### config.mk
export PLATFORM = sky130hd
export DESIGN_NAME = eship_scheduler_flat
export DESIGN_NICKNAME = d
export VERILOG_FILES = /design/src/rtl/eship_scheduler_if.sv /design/src/rtl/eship_scheduler.sv /design/src/flat_wrapper.sv
export SDC_FILE = /design/constraint.sdc
export NUM_CORES = 1
export LEC_CHECK = 0
export BUFFER_PORTS_ARGS = -buffer_cell sky130_fd_sc_hd__buf_2
export CORE_ASPECT_RATIO = 1.1
export CORE_UTILIZATION = 56
export DETAILED_ROUTE_END_ITERATION = 10
export PLACE_DENSITY = 0.85
export SYNTH_ARGS = -nofsm -noshare
export SYNTH_HDL_FRONTEND = slang
export SYNTH_SLANG_ARGS = --single-unit
### constraint.sdc
create_clock -name frame_clk -period 6.1 [get_ports frame_clk]
set_input_delay 1.22 -clock frame_clk [delete_from_list [all_inputs] [get_ports frame_clk]]
set_output_delay 1.22 -clock frame_clk [all_outputs]
set_load 0.05 [all_outputs]
### src/rtl/eship_scheduler_if.sv
`default_nettype none
// ============================================================================
// Module   : eship_scheduler_if
// Purpose  : Setup/collision inputs and schedule outputs of the enemy-ship
//            wave scheduler, grouped for master (setup) / slave (scheduler).
// Revision : 1.0 - initial release
// ============================================================================
interface eship_scheduler_if #(
    parameter int NM = 16
);
    localparam int c_AW = (NM > 1) ? $clog2(NM) : 1;

    logic            Start;
    logic            WpWrEn;
    logic [c_AW-1:0] WpWrAddr;
    logic [9:0]      WpWrX;
    logic [9:0]      WpWrY;
    logic            WpWrFire;
    logic            EShipColl;

    logic [9:0]      ESchedCtr;
    logic [9:0]      ESchedX    [NM];
    logic [9:0]      ESchedY    [NM];
    logic            ESchedFire [NM];
    logic [9:0]      EShipInitialX;
    logic [9:0]      EShipInitialY;
    logic            WaveActive;
    logic            WaveDone;
    logic [2:0]      LivesLeft;

    modport master (
        output Start, WpWrEn, WpWrAddr, WpWrX, WpWrY, WpWrFire, EShipColl,
        input  ESchedCtr, ESchedX, ESchedY, ESchedFire,
        input  EShipInitialX, EShipInitialY, WaveActive, WaveDone, LivesLeft
    );

    modport slave (
        input  Start, WpWrEn, WpWrAddr, WpWrX, WpWrY, WpWrFire, EShipColl,
        output ESchedCtr, ESchedX, ESchedY, ESchedFire,
        output EShipInitialX, EShipInitialY, WaveActive, WaveDone, LivesLeft
    );
endinterface
`default_nettype wire

### src/rtl/eship_scheduler.sv
`default_nettype none
// ============================================================================
// Module   : eship_scheduler
// Purpose  : Enemy-wave scheduler: waypoint table, per-waypoint pacing and
//            spawn / run / dead-respawn / done sequencing with a life count.
// Revision : 1.0 - initial release
// ============================================================================
module eship_scheduler #(
    parameter int NM             = 16,
    parameter int STEP_FRAMES    = 8,
    parameter int SPAWN_FRAMES   = 30,
    parameter int RESPAWN_FRAMES = 60,
    parameter int LIVES          = 3,
    parameter int LOOP           = 1,
    parameter int INIT_X         = 320,
    parameter int INIT_Y         = 0
) (
    input  logic              frame_clk,
    input  logic              Reset,
    eship_scheduler_if.slave  bus
);

    localparam int c_AW   = (NM > 1) ? $clog2(NM) : 1;
    localparam int c_MAXA = (STEP_FRAMES > SPAWN_FRAMES) ? STEP_FRAMES : SPAWN_FRAMES;
    localparam int c_MAXF = (c_MAXA > RESPAWN_FRAMES) ? c_MAXA : RESPAWN_FRAMES;
    localparam int c_DW   = $clog2(c_MAXF) + 1;

    localparam logic [c_DW-1:0] c_STEP_LAST    = c_DW'(STEP_FRAMES - 1);
    localparam logic [c_DW-1:0] c_SPAWN_LAST   = c_DW'(SPAWN_FRAMES - 1);
    localparam logic [c_DW-1:0] c_RESPAWN_LAST = c_DW'(RESPAWN_FRAMES - 1);
    localparam logic [c_AW-1:0] c_LAST_IDX     = c_AW'(NM - 1);
    localparam logic [2:0]      c_LIVES        = 3'(LIVES);

    localparam logic [2:0] c_IDLE  = 3'd0;
    localparam logic [2:0] c_SPAWN = 3'd1;
    localparam logic [2:0] c_RUN   = 3'd2;
    localparam logic [2:0] c_DEAD  = 3'd3;
    localparam logic [2:0] c_DONE  = 3'd4;

    logic [2:0]      r_state;
    logic [c_AW-1:0] r_ctr;
    logic [c_DW-1:0] r_dwell;
    logic [2:0]      r_lives;
    logic            r_waveActive;
    logic            r_waveDone;
    logic [9:0]      r_tabX    [NM];
    logic [9:0]      r_tabY    [NM];
    logic            r_tabFire [NM];

    logic [2:0]      w_stateNext;
    logic [c_AW-1:0] w_ctrNext;
    logic [c_DW-1:0] w_dwellNext;
    logic [2:0]      w_livesNext;
    logic            w_wrOk;

    always_comb begin
        w_stateNext = r_state;
        w_ctrNext   = r_ctr;
        w_dwellNext = r_dwell;
        w_livesNext = r_lives;
        w_wrOk      = bus.WpWrEn && ((r_state == c_IDLE) || (r_state == c_DONE));

        unique case (r_state)
            c_IDLE, c_DONE: begin
                if (bus.Start) begin
                    w_stateNext = c_SPAWN;
                    w_ctrNext   = '0;
                    w_dwellNext = '0;
                    w_livesNext = c_LIVES;
                end
            end
            c_SPAWN: begin
                if (r_dwell == c_SPAWN_LAST) begin
                    w_stateNext = c_RUN;
                    w_dwellNext = '0;
                end else begin
                    w_dwellNext = r_dwell + 1'b1;
                end
            end
            c_RUN: begin
                // A hit outranks a coincident waypoint step: the index freezes.
                if (bus.EShipColl) begin
                    w_livesNext = r_lives - 3'd1;
                    if (r_lives == 3'd1) begin
                        w_stateNext = c_DONE;
                    end else begin
                        w_stateNext = c_DEAD;
                        w_dwellNext = '0;
                    end
                end else if (r_dwell == c_STEP_LAST) begin
                    w_dwellNext = '0;
                    if (r_ctr == c_LAST_IDX) begin
                        if (LOOP != 0) begin
                            w_ctrNext = '0;
                        end else begin
                            w_stateNext = c_DONE;
                        end
                    end else begin
                        w_ctrNext = r_ctr + 1'b1;
                    end
                end else begin
                    w_dwellNext = r_dwell + 1'b1;
                end
            end
            c_DEAD: begin
                if (r_dwell == c_RESPAWN_LAST) begin
                    w_stateNext = c_RUN;
                    w_ctrNext   = '0;
                    w_dwellNext = '0;
                end else begin
                    w_dwellNext = r_dwell + 1'b1;
                end
            end
            default: begin
                w_stateNext = c_IDLE;
            end
        endcase
    end

    always_ff @(posedge frame_clk) begin
        if (Reset) begin
            r_state      <= c_IDLE;
            r_ctr        <= '0;
            r_dwell      <= '0;
            r_lives      <= c_LIVES;
            r_waveActive <= 1'b0;
            r_waveDone   <= 1'b0;
            for (int i = 0; i < NM; i++) begin
                r_tabX[i]    <= '0;
                r_tabY[i]    <= '0;
                r_tabFire[i] <= 1'b0;
            end
        end else begin
            r_state      <= w_stateNext;
            r_ctr        <= w_ctrNext;
            r_dwell      <= w_dwellNext;
            r_lives      <= w_livesNext;
            r_waveActive <= (w_stateNext == c_SPAWN) || (w_stateNext == c_RUN);
            r_waveDone   <= (w_stateNext == c_DONE);
            if (w_wrOk) begin
                r_tabX[bus.WpWrAddr]    <= bus.WpWrX;
                r_tabY[bus.WpWrAddr]    <= bus.WpWrY;
                r_tabFire[bus.WpWrAddr] <= bus.WpWrFire;
            end
        end
    end

    generate
        for (genvar gi = 0; gi < NM; gi++) begin : g_tab
            assign bus.ESchedX[gi]    = r_tabX[gi];
            assign bus.ESchedY[gi]    = r_tabY[gi];
            assign bus.ESchedFire[gi] = r_tabFire[gi];
        end
    endgenerate

    assign bus.ESchedCtr     = 10'(r_ctr);
    assign bus.EShipInitialX = 10'(INIT_X);
    assign bus.EShipInitialY = 10'(INIT_Y);
    assign bus.WaveActive    = r_waveActive;
    assign bus.WaveDone      = r_waveDone;
    assign bus.LivesLeft     = r_lives;

endmodule
`default_nettype wire

### src/flat_wrapper.sv
// flat-port wrapper written by rule: the top's interface ports become plain ports
module eship_scheduler_flat 
#(
    parameter int NM             = 16,
    parameter int STEP_FRAMES    = 8,
    parameter int SPAWN_FRAMES   = 30,
    parameter int RESPAWN_FRAMES = 60,
    parameter int LIVES          = 3,
    parameter int LOOP           = 1,
    parameter int INIT_X         = 320,
    parameter int INIT_Y         = 0
)
  (frame_clk, Reset, bus_Start, bus_WpWrEn, bus_WpWrAddr, bus_WpWrX, bus_WpWrY, bus_WpWrFire, bus_EShipColl, bus_ESchedCtr, bus_ESchedX, bus_ESchedY, bus_ESchedFire, bus_EShipInitialX, bus_EShipInitialY, bus_WaveActive, bus_WaveDone, bus_LivesLeft);
  eship_scheduler_if #(.NM(NM)) bus_i ();
  input  logic frame_clk;
  input  logic Reset;
  input wire logic [$bits(bus_i.Start)-1:0] bus_Start;
  input wire logic [$bits(bus_i.WpWrEn)-1:0] bus_WpWrEn;
  input wire logic [$bits(bus_i.WpWrAddr)-1:0] bus_WpWrAddr;
  input wire logic [$bits(bus_i.WpWrX)-1:0] bus_WpWrX;
  input wire logic [$bits(bus_i.WpWrY)-1:0] bus_WpWrY;
  input wire logic [$bits(bus_i.WpWrFire)-1:0] bus_WpWrFire;
  input wire logic [$bits(bus_i.EShipColl)-1:0] bus_EShipColl;
  output wire logic [$bits(bus_i.ESchedCtr)-1:0] bus_ESchedCtr;
  output wire logic [$bits(bus_i.ESchedX)-1:0] bus_ESchedX;
  output wire logic [$bits(bus_i.ESchedY)-1:0] bus_ESchedY;
  output wire logic [$bits(bus_i.ESchedFire)-1:0] bus_ESchedFire;
  output wire logic [$bits(bus_i.EShipInitialX)-1:0] bus_EShipInitialX;
  output wire logic [$bits(bus_i.EShipInitialY)-1:0] bus_EShipInitialY;
  output wire logic [$bits(bus_i.WaveActive)-1:0] bus_WaveActive;
  output wire logic [$bits(bus_i.WaveDone)-1:0] bus_WaveDone;
  output wire logic [$bits(bus_i.LivesLeft)-1:0] bus_LivesLeft;
  assign bus_i.Start = bus_Start;
  assign bus_i.WpWrEn = bus_WpWrEn;
  assign bus_i.WpWrAddr = bus_WpWrAddr;
  assign bus_i.WpWrX = bus_WpWrX;
  assign bus_i.WpWrY = bus_WpWrY;
  assign bus_i.WpWrFire = bus_WpWrFire;
  assign bus_i.EShipColl = bus_EShipColl;
  assign bus_ESchedCtr = bus_i.ESchedCtr;
  assign bus_ESchedX = {>>{bus_i.ESchedX}};
  assign bus_ESchedY = {>>{bus_i.ESchedY}};
  assign bus_ESchedFire = {>>{bus_i.ESchedFire}};
  assign bus_EShipInitialX = bus_i.EShipInitialX;
  assign bus_EShipInitialY = bus_i.EShipInitialY;
  assign bus_WaveActive = bus_i.WaveActive;
  assign bus_WaveDone = bus_i.WaveDone;
  assign bus_LivesLeft = bus_i.LivesLeft;
  eship_scheduler #(.NM(NM), .STEP_FRAMES(STEP_FRAMES), .SPAWN_FRAMES(SPAWN_FRAMES), .RESPAWN_FRAMES(RESPAWN_FRAMES), .LIVES(LIVES), .LOOP(LOOP), .INIT_X(INIT_X), .INIT_Y(INIT_Y)) u_core (.frame_clk(frame_clk), .Reset(Reset), .bus(bus_i));
endmodule
==> results_dict.tcl <==
set metrics [dict create \
    coreArea_um2 24550 \
    critPathKind "in -> reg" \
    finalHoldViolCount 0 \
    synth_area_um2 14070 \
    yosysWarnings 0 \
    die_x_um 153.1 \
    wl_per_cell_um 24.48 \
    overflow 0 \
    maxCapViolCount 0 \
    regArea_um2 10470 \
    rsz0062_at_grt "false" \
    port_buffers 374 \
    slowest_stage "or2_1" \
    fin_crit_sh_pct 62.80 \
    startpoint_type "primary input" \
    setup_viol 0 \
    syn2layout_area_growth_pct 20.80 \
    synth-edff-count 336 \
    rows 60 \
    gp_congestion 0.9211 \
    cpPeakStageDelay_ps 800 \
    clk_path_buf_depth 3 \
    r2r_cells 5 \
    die_h_um 168.2 \
    ys.flop_type "edfxtp_1" \
    synthTopCellsByArea "edfxtp_1 (72%), and2_1 (15%), dfxtp_1 (2.7%)" \
    insertion_delay_ps 520 \
    critical_path.top_delay_family "simple AND/OR/NAND/NOR gates" \
    whs_path_depth 2 \
    post_cts_buffers 0 \
    crit_arrival_ps 3960 \
    synth.top_cell.area_share_pct 71.71 \
    path_cells "buf_2 -> nor4b_2 -> nor2b_1 -> nand2_1 -> nor3_2 -> or2_1" \
    timing.fmax_mhz 261.1 \
    fp.dieArea_um2 25760 \
    syn_inst 944 \
    holdWs_ps 512.2 \
    antenna_found_initial 3 \
    ys_seq_area_share_pct 74.42 \
    wl_mm 39.68 \
    post-route-min-period_ps 3831 \
    cts_tree "done" \
    outcome "complete, no violations" \
    fin_area_um2 17000 \
    grt_max_degree 36 \
    syn-mean-instance-area_um2 14.90 \
    drive_gt1_share_pct 34.63 \
    fin_nets 1318 \
    place_inst 1556 \
    multiInputGateArea_um2 3117 \
    ios 401 \
    grt_pass1_wl_mm 55.90 \
    clkSinkCount 355 \
    layout_commonest_cell "buf_2" \
    initial_core_util_pct 57.31 \
    worst_pin_slew_ps 1114 \
    slew_viol_final 0 \
    gr-usage-all-layers_pct 30.64 \
    hpwlAfterDp_mm 26.25 \
    worstSetupEndpointType "register" \
    most-common-layout-cells "buf_2 (374), and2_1 (337), edfxtp_1 (336)" \
    ys_seq_elements 355 \
    first_global_vias 8545 \
    ctsHoldBuffers 0 \
    p_per_area_nw_per_um2 321.7 \
    post_cts_resized 0 \
    htreeDepth 2 \
    min_path_type "reg -> reg" \
    clk_pin_slew_ps 60 \
    vias 8988 \
    dpl_cell_area_um2 15930 \
    slew_headroom_pct 25.45 \
    synthDistinctLibCells 54 \
    cp.required_ps 6230 \
    ir_drop_v 0.0001881 \
    finalNonFillerCells 1621 \
    fillCellCount 1630 \
    cp.depth 6 \
    dr.first_iter.drc_count 797 \
    synth_area_leader_cell "edfxtp_1" \
    cts-root-buf "clkbuf_16" \
    leakagePower_nw 7.257 \
    setup_tns_ps 0 \
    avgViaCountPerCell 5.545 \
    ys_async_sr_fraction_pct 0 \
    cts_buffers 35 \
    drc 0 \
    dr.pass1.iters 5 \
    critPathBufInv 1 \
    skew_ps 18.27 \
    final_antenna_net_count 0 \
    crit_path_max_fanout 35 \
]
[where the power goes]
group | switching, W | internal [W] | total (W)
Clock | 0.000882 | 0.00116 | 0.00204
Sequential | 0.0000428 | 0.00276 | 0.00280
Combinational | 0.000537 | 0.0000890 | 0.000626
[final timing paths]
kind                                start                       to  slack [ps]
setup / recovery                    Reset      u_core.r_tabX[8][6]        2270
hold / removal    u_core.bus.LivesLeft[1]  u_core.bus.LivesLeft[1]         510
setup reg to reg        u_core.r_state[0]      u_core.r_tabX[8][6]        2940
hold reg to reg   u_core.bus.LivesLeft[1]  u_core.bus.LivesLeft[1]         510
[state kept, by name, indices dropped and copies added, names as in the netlist]
| register | count |
|---|---|
| u_core.r_dwell | 7 |
| u_core.bus.WaveDone | 1 |
| u_core.bus.LivesLeft | 3 |
| u_core.r_ctr | 4 |
| u_core.bus.WaveActive | 1 |
| u_core.r_tabX | 160 |
| u_core.r_tabY | 160 |
| u_core.r_tabFire | 16 |
| u_core.r_state | 3 |
[Yosys cell counts, types with 2 or more instances]
cell / instances
o22ai_1: 2
buf_4: 42
and2_1: 337
nor4bb_1: 2
buf_2: 7
a311oi_1: 2
nor4_1: 2
a31oi_1: 4
or2_2: 14
inv_1: 8
o21ai_0: 2
nand2b_1: 8
nor2_1: 28
a32oi_1: 2
nor3_1: 6
ha_1: 5
a21oi_1: 5
or2_1: 2
xor2_1: 3
nand2_1: 12
nor2b_1: 3
clkbuf_1: 53
mux2i_1: 3
nand3_1: 5
dfxtp_1: 19
edfxtp_1: 336
or3_1: 2
conb_1: 2
nand3b_1: 3
[layout make-up]
class,count,share of cell area (%)
Clock inverter,15,0.7582
Sequential cell,355,61.60
Multi-Input combinational cell,502,18.34
Inverter,8,0.1767
Antenna cell,3,0.04417
Clock buffer,47,5.477
Timing Repair Buffer,381,11.32
Tap cell,310,2.282
[per-stage QoR]
step	total power, W	utilization (%)	setup slack (ps)
floorplan	0.003302	-	3000
global placement	0.003467	64.89	1892
detailed placement	0.003472	64.89	1719
CTS	0.005475	69.20	2244
global route	0.005593	69.22	1980
finish	0.005467	69.24	2269
[worst reg2reg max path, cell delays in order (launching register included)]
cell,delay (ps)
dfxtp_1,430
nor4b_2,460
nor2b_1,230
nand2_1,140
nor3_2,750
or2_1,800
[kinds of logic (layout without fill, tap and decap cells)]
logic type	after synthesis	in the layout	synth area share, %
multiplexers	4	4	0.2935
AO/OA/AOI/OAI	27	27	1.414
XOR/XNOR	4	4	0.2490
buffers and inverters	111	451	4.197
adder cells (fa/ha/maj)	5	5	0.4446
AND/OR/NAND/NOR	436	436	18.93
other	2	29	0.05338
flip-flops	355	355	74.42
[metal layers]
metal  global-route usage (%)  wire length (µm)  vias up
met1                    38.42             14660     4448
met5                        0                13        -
met4                    13.75              1676        2
li1                         -                 -     3856
met2                    50.76             19470      583
met3                    7.490              3858       99
Power figures use the tool's default switching activity.
